<file path="config.mk">
export PLATFORM = sky130hd
export DESIGN_NAME = div_clk_meter
export DESIGN_NICKNAME = d
export VERILOG_FILES = /design/src/rtl/div_clk_meter_pkg.sv /design/src/rtl/div_clk_meter_sync_edge.sv /design/src/rtl/div_clk_meter.sv
export SDC_FILE = /design/constraint.sdc
export NUM_CORES = 1
export LEC_CHECK = 0
export CAP_MARGIN = 20
export CORE_UTILIZATION = 61
export CTS_CLUSTER_SIZE = 30
export DETAILED_ROUTE_END_ITERATION = 8
export HOLD_SLACK_MARGIN = 0.06
export MAX_ROUTING_LAYER = met4
export PLACE_DENSITY = 0.88
export SETUP_SLACK_MARGIN = 0.2
export SLEW_MARGIN = 20
export SYNTH_ARGS = -nofsm -noshare
export SYNTH_HDL_FRONTEND = slang
export SYNTH_SLANG_ARGS = --single-unit
export TNS_END_PERCENT = 20
</file>
<file path="constraint.sdc">
create_clock -name clk -period 2.6 [get_ports clk]
set_input_delay 0.39 -clock clk [delete_from_list [all_inputs] [get_ports clk]]
set_output_delay 0.39 -clock clk [all_outputs]
set_load 0.05 [all_outputs]
</file>
<file path="src/rtl/div_clk_meter_pkg.sv">
// Shared types and constants for the divided-clock meter.
package div_clk_meter_pkg;

    typedef enum logic [1:0] {
        IDLE = 2'd0,
        RUN  = 2'd1,
        TOUT = 2'd2
    } meter_state_t;

    localparam int CNT_W_DEF       = 16;
    localparam int SYNC_STAGES_DEF = 2;
    localparam int LOCK_COUNT_DEF  = 4;

    // All-ones pattern; truncated to the counter width it becomes the saturation value.
    localparam logic [63:0] CNT_SAT_ALL = '1;

endpackage

</file>
<file path="src/rtl/div_clk_meter_sync_edge.sv">
// Multi-flop synchroniser for an asynchronous level plus rise/fall detection
// on the synchronised bit. Reusable for any asynchronous input.
module sync_edge #(
    parameter int SYNC_STAGES = 2
) (
    input  logic clk,
    input  logic reset,
    input  logic din,
    output logic level,
    output logic rise,
    output logic fall
);

    logic [SYNC_STAGES-1:0] sync_q, sync_d;
    logic                   dly_q, dly_d;

    // Shift the input through the synchroniser chain and keep one delayed copy.
    always_comb begin
        sync_d = {sync_q[SYNC_STAGES-2:0], din};
        dly_d  = sync_q[SYNC_STAGES-1];
    end

    // Synchroniser and delay flops.
    always_ff @(posedge clk or negedge reset) begin
        if (!reset) begin
            sync_q <= '0;
            dly_q  <= 1'b0;
        end else begin
            sync_q <= sync_d;
            dly_q  <= dly_d;
        end
    end

    assign level = sync_q[SYNC_STAGES-1];
    assign rise  = level & ~dly_q;
    assign fall  = ~level & dly_q;

endmodule

</file>
<file path="src/rtl/div_clk_meter.sv">
// Divided-clock meter: measures div_clk period and high time in clk cycles,
// flags timeout when no rising edge arrives before the period counter saturates.
// Optional lock detection is built when DIV_CLK_METER_LOCK_EN is defined.
module div_clk_meter
    import div_clk_meter_pkg::*;
#(
    parameter int CNT_W       = CNT_W_DEF,
    parameter int SYNC_STAGES = SYNC_STAGES_DEF,
    parameter int LOCK_COUNT  = LOCK_COUNT_DEF
) (
    input  logic             clk,
    input  logic             reset,
    input  logic             div_clk,
    output logic [CNT_W-1:0] period,
    output logic [CNT_W-1:0] high_time,
    output logic             meas_valid,
    output logic             timeout,
    output logic             locked
);

    localparam logic [CNT_W-1:0] CNT_SAT = CNT_W'(CNT_SAT_ALL);
    localparam logic [CNT_W-1:0] CNT_ONE = CNT_W'(1);

    if (SYNC_STAGES < 2 || LOCK_COUNT < 1) begin : g_bad_param
        $error("div_clk_meter: SYNC_STAGES must be >= 2 and LOCK_COUNT >= 1");
    end

    logic div_lvl, div_rise, div_fall;

    sync_edge #(.SYNC_STAGES(SYNC_STAGES)) u_sync (
        .clk   (clk),
        .reset (reset),
        .din   (div_clk),
        .level (div_lvl),
        .rise  (div_rise),
        .fall  (div_fall)
    );

    meter_state_t     state_q, state_d;
    logic [CNT_W-1:0] pcnt_q, pcnt_d;
    logic [CNT_W-1:0] hcnt_q, hcnt_d;
    logic [CNT_W-1:0] hi_hold_q, hi_hold_d;
    logic [CNT_W-1:0] period_q, period_d;
    logic [CNT_W-1:0] high_time_q, high_time_d;
    logic             meas_valid_q, meas_valid_d;
    logic             timeout_q, timeout_d;
    logic             publish, tout_set, tout_clr;

    // Saturating period/high counters restarted on each rise; high count held at fall.
    always_comb begin
        pcnt_d    = pcnt_q;
        hcnt_d    = hcnt_q;
        hi_hold_d = hi_hold_q;
        if (div_rise) begin
            pcnt_d = CNT_ONE;
            hcnt_d = CNT_ONE;
        end else begin
            if (pcnt_q != CNT_SAT) pcnt_d = pcnt_q + 1'b1;
            if (div_lvl && hcnt_q != CNT_SAT) hcnt_d = hcnt_q + 1'b1;
        end
        if (div_fall) hi_hold_d = hcnt_q;
    end

    // Next state and publish/timeout decisions; a rise always beats saturation.
    always_comb begin
        state_d  = state_q;
        publish  = 1'b0;
        tout_set = 1'b0;
        tout_clr = 1'b0;
        case (state_q)
            IDLE: if (div_rise) state_d = RUN;
            RUN: begin
                if (div_rise) begin
                    publish = 1'b1;
                end else if (pcnt_q == CNT_SAT) begin
                    state_d  = TOUT;
                    tout_set = 1'b1;
                end
            end
            TOUT: begin
                if (div_rise) begin
                    state_d  = RUN;
                    tout_clr = 1'b1;
                end
            end
            default: state_d = IDLE;
        endcase
    end

    // Output register next values: measurements update only on publish.
    always_comb begin
        period_d     = publish ? pcnt_q : period_q;
        high_time_d  = publish ? hi_hold_q : high_time_q;
        meas_valid_d = publish;
        timeout_d    = timeout_q;
        if (tout_set) timeout_d = 1'b1;
        else if (tout_clr) timeout_d = 1'b0;
    end

    // State register.
    always_ff @(posedge clk or negedge reset) begin
        if (!reset) state_q <= IDLE;
        else        state_q <= state_d;
    end

    // Counters and output registers.
    always_ff @(posedge clk or negedge reset) begin
        if (!reset) begin
            pcnt_q       <= '0;
            hcnt_q       <= '0;
            hi_hold_q    <= '0;
            period_q     <= '0;
            high_time_q  <= '0;
            meas_valid_q <= 1'b0;
            timeout_q    <= 1'b0;
        end else begin
            pcnt_q       <= pcnt_d;
            hcnt_q       <= hcnt_d;
            hi_hold_q    <= hi_hold_d;
            period_q     <= period_d;
            high_time_q  <= high_time_d;
            meas_valid_q <= meas_valid_d;
            timeout_q    <= timeout_d;
        end
    end

    assign period     = period_q;
    assign high_time  = high_time_q;
    assign meas_valid = meas_valid_q;
    assign timeout    = timeout_q;

`ifdef DIV_CLK_METER_LOCK_EN
    localparam int                LOCK_W   = $clog2(LOCK_COUNT + 1);
    localparam logic [LOCK_W-1:0] LOCK_MAX = LOCK_W'(LOCK_COUNT);

    logic [LOCK_W-1:0] lock_cnt_q, lock_cnt_d;

    // Count consecutive publishes repeating the previous period; timeout or mismatch clears.
    always_comb begin
        lock_cnt_d = lock_cnt_q;
        if (tout_set) begin
            lock_cnt_d = '0;
        end else if (publish) begin
            if (pcnt_q == period_q) begin
                if (lock_cnt_q != LOCK_MAX) lock_cnt_d = lock_cnt_q + 1'b1;
            end else begin
                lock_cnt_d = '0;
            end
        end
    end

    // Lock counter register.
    always_ff @(posedge clk or negedge reset) begin
        if (!reset) lock_cnt_q <= '0;
        else        lock_cnt_q <= lock_cnt_d;
    end

    assign locked = (lock_cnt_q == LOCK_MAX);
`else
    assign locked = 1'b0;
`endif

endmodule

</file>
==> results.md <==
* Outcome: finished, final reports clean
* Antenna Cells at 0
* Avg Inst Size Synth at 11.6 sq um
* Reg clk slew, reported paths at 0.08 ns
* Num rows at 28
* Drt drc at 0
* CTS Buffer Depth at 2
* Async SR Flop Fraction at 1.00
* # Post-CTS Setup Buffers at 0
* CTS H-tree lvls at 3
* Core box area at 6030 sq um
* Final TNS setup at 0 ns
* Port bufs at 36
* RePlAce Congestion at 0.933
* Post-synth top area share at 0.564
* Yosys warnings at 0
* Starting density of the core at 0.641
* Logic pwr share at 0.194
* EDFF count, synth at 0
* Avg Vias per Cell at 6.37
* Slowest CP cell: or3_1
* Wire length of the first global-routing pass at 13200 um
* Die area at 6650 sq um
* Final std cell area, no fill at 4560 sq um
* Crit path kind: register to register
* Slowest stage delay, CP at 0.50 ns
* Initial antenna violation count at 0
* CP top delay family: simple AND/OR/NAND/NOR gates
* CP Max Fanout at 7
* TritonCTS clock tree: yes
* Die H at 81.6 um
* Syn nets at 339
* Reg power frac at 0.517
* Flop2flop setup slack at 0.63 ns
* Crit Reg-Reg Startpoint: hcnt_q[0]
* Layout cells sized above 1 at 0.211
* Vias in the first global route at 2740
* RSZ-0062 raised after global routing: false
* Worst-Margin Slew at 0.620 ns
* Dominant synthesized flop cell: dfrtp_1
* Slew Limit Headroom at 0.584
* Cell Area, Synth at 3860 sq um
* Syn-to-layout area delta at 18.0%
* DRT Wirelength at 8010 um
* CTS root buf: clkbuf_8
* Fill count at 392
* Top post-synthesis cells by area: dfrtp_1 (56%), mux2_2 (12%), nand2_1 (2.5%)
* Startpoint Class: register
* NumNets Final at 388
* Dominant cell type by area after synthesis: dfrtp_1
* Sw power at 0.969 mW
* Synth unique cells at 52
* CP required at 2.89 ns
* Largest net degree at the start of global routing at 50
* Chip Width at 81.6 um
* CTS sink cnt at 87
* # Max-Cap Violations at 0
* Int Pwr at 2.17 mW
* CP endpoint kind: register
* Lkg Pwr at 2.01 nW
* Worst min path class: primary input to asynchronous set/reset pin
* Mapped Cells at 334
* Layout Skew at 0.00531 ns
* Peak Freq at 0.507 GHz
* R2r worst-path depth at 5
* Final core occ at 0.757
* Commonest cells after routing, fill and taps aside: dfrtp_1 (87), mux2_2 (42), clkdlybuf4s50_1 (35)
* Post-DP Area at 4370 sq um
* Critical Path AT at 2.26 ns
* Cells after DPL at 447
* HPWL after detailed placement at 5420 um
* Most common cell after layout, fill and taps aside: dfrtp_1
* Final Setup Violations at 0
* Hold_ws at 0.0453 ns
* GR Util All Layers at 0.275
* Slew Viols, Final at 0
* Clock Latency Late Sink at 0.35 ns
* Final hold violation count at 0
* Gates resized, CTS repair at 0
* Antenna Violating Nets Remaining at 0
* Maximum VDD drop at 0.613 mV
* Switch share at 0.309
* Post-CTS Hold Fix Bufs at 0
* Worst path bufs/invs at 0
* FF+latch count, synth at 87
* Worst r2r dst: hcnt_q[9]
* CTS buffer count at 9
* DRT Pass-1 Iters at 5
* Pwr dens at 688 nW/um^2
* Fin crit share at 0.758
* Worst-path cell chain: ha_1 > nand3_1 > or3_1 > o31ai_2 > a22o_1
* Iteration-0 DRC Markers at 256
* Sequential share of the synthesized area at 0.564
* # IOs at 38
* Post-Layout Cell Count at 463
* Via count at 2951
* Power share of the clock group at 0.289
* Residual overflow from global routing at 0
* WL per Instance at 17.3 um
* Fin crit period at 1.97 ns
-- synthesized netlist by cell type, drive strengths merged (2+ instances only) --
library cell  instances
nor2b                 2
nand3                21
nor3                  9
and4                  3
nor4                  6
a22oi                 2
a31oi                 5
nand4                 8
mux2                 43
o21ai                15
or2                   3
o311ai                4
nor2                 11
inv                   7
a21o                  2
o31ai                 7
clkbuf                4
o41ai                 2
ha                    2
mux2i                 4
or3                   7
or4                   7
nand2                27
and3                  5
a21oi                15
buf                   8
dfrtp                87
a211o                 3
-- routing by layer --
layer / track usage / part of all wire / wire length [um] / vias up
met5: - / 0 / 0 / -
met4: 0.135 / 0.019 / 149 / 0
met3: 0.0411 / 0.066 / 532 / 18
met2: 0.396 / 0.47 / 3760 / 141
met1: 0.381 / 0.45 / 3570 / 1443
li1: - / - / - / 1349
-- stage by stage --
| step | setup slack [ns] | power [mW] |
|---|---|---|
| final | 0.629 | 3.14 |
| after global routing | 0.489 | 3.27 |
| after CTS | 0.646 | 3.15 |
| after floorplan | 0.858 | 2.03 |
| after global placement | 0.738 | 2.23 |
| after detailed placement | 0.659 | 2.25 |
-- cells by family after synthesis --
group	after synthesis	share of synthesized area
AO/OA/AOI/OAI	61	0.103
adder cells (fa/ha/maj)	2	0.00648
flip-flops	87	0.564
multiplexers	47	0.136
XOR/XNOR	1	0.00227
AND/OR/NAND/NOR	115	0.166
other	1	0.000971
buffers and inverters	20	0.0223
-- worst max-delay path by stage --
stage | startpoint | end | slack (ns) | cells after the start
3_3_place_gp | hcnt_q[0] | hcnt_q[9] | 0.74 | 5
6_report | hcnt_q[0] | hcnt_q[9] | 0.63 | 5
3_5_place_dp | hcnt_q[0] | hcnt_q[9] | 0.66 | 5
2_1_floorplan | u_sync.dly_q | high_time[10] | 0.86 | 6
4_1_cts | hcnt_q[0] | hcnt_q[9] | 0.65 | 5
5_1_grt | hcnt_q[0] | hcnt_q[1] | 0.49 | 5
-- cell type report --
class	instances	area (sq um)	share of cell area
sequential	87	2180	0.477
multi-input combinational	227	1610	0.352
timing repair buffer	50	463	0.102
clock buffer	11	131	0.0288
tap	75	93.8	0.0206
clock inverter	5	58.8	0.0129
inverter	8	30.0	0.00659
-- registers in the layout, indices dropped and copies added, names as in the netlist --
register,flops
u_sync.dly_q,1
high_time,16
pcnt_q,16
period,16
state_q,2
meas_valid,1
hi_hold_q,16
hcnt_q,16
timeout,1
u_sync.sync_q,2
-- power groups by stage --
stage | combinational [mW] | sequential, mW | clock [mW]
finish | 0.610 | 1.62 | 0.907
global route | 0.653 | 1.64 | 0.972
CTS | 0.615 | 1.62 | 0.920
detailed placement | 0.611 | 1.64 | 0
global placement | 0.595 | 1.64 | 0
floorplan | 0.205 | 1.82 | 0
No activity file was read; power rests on OpenSTA's default activity.
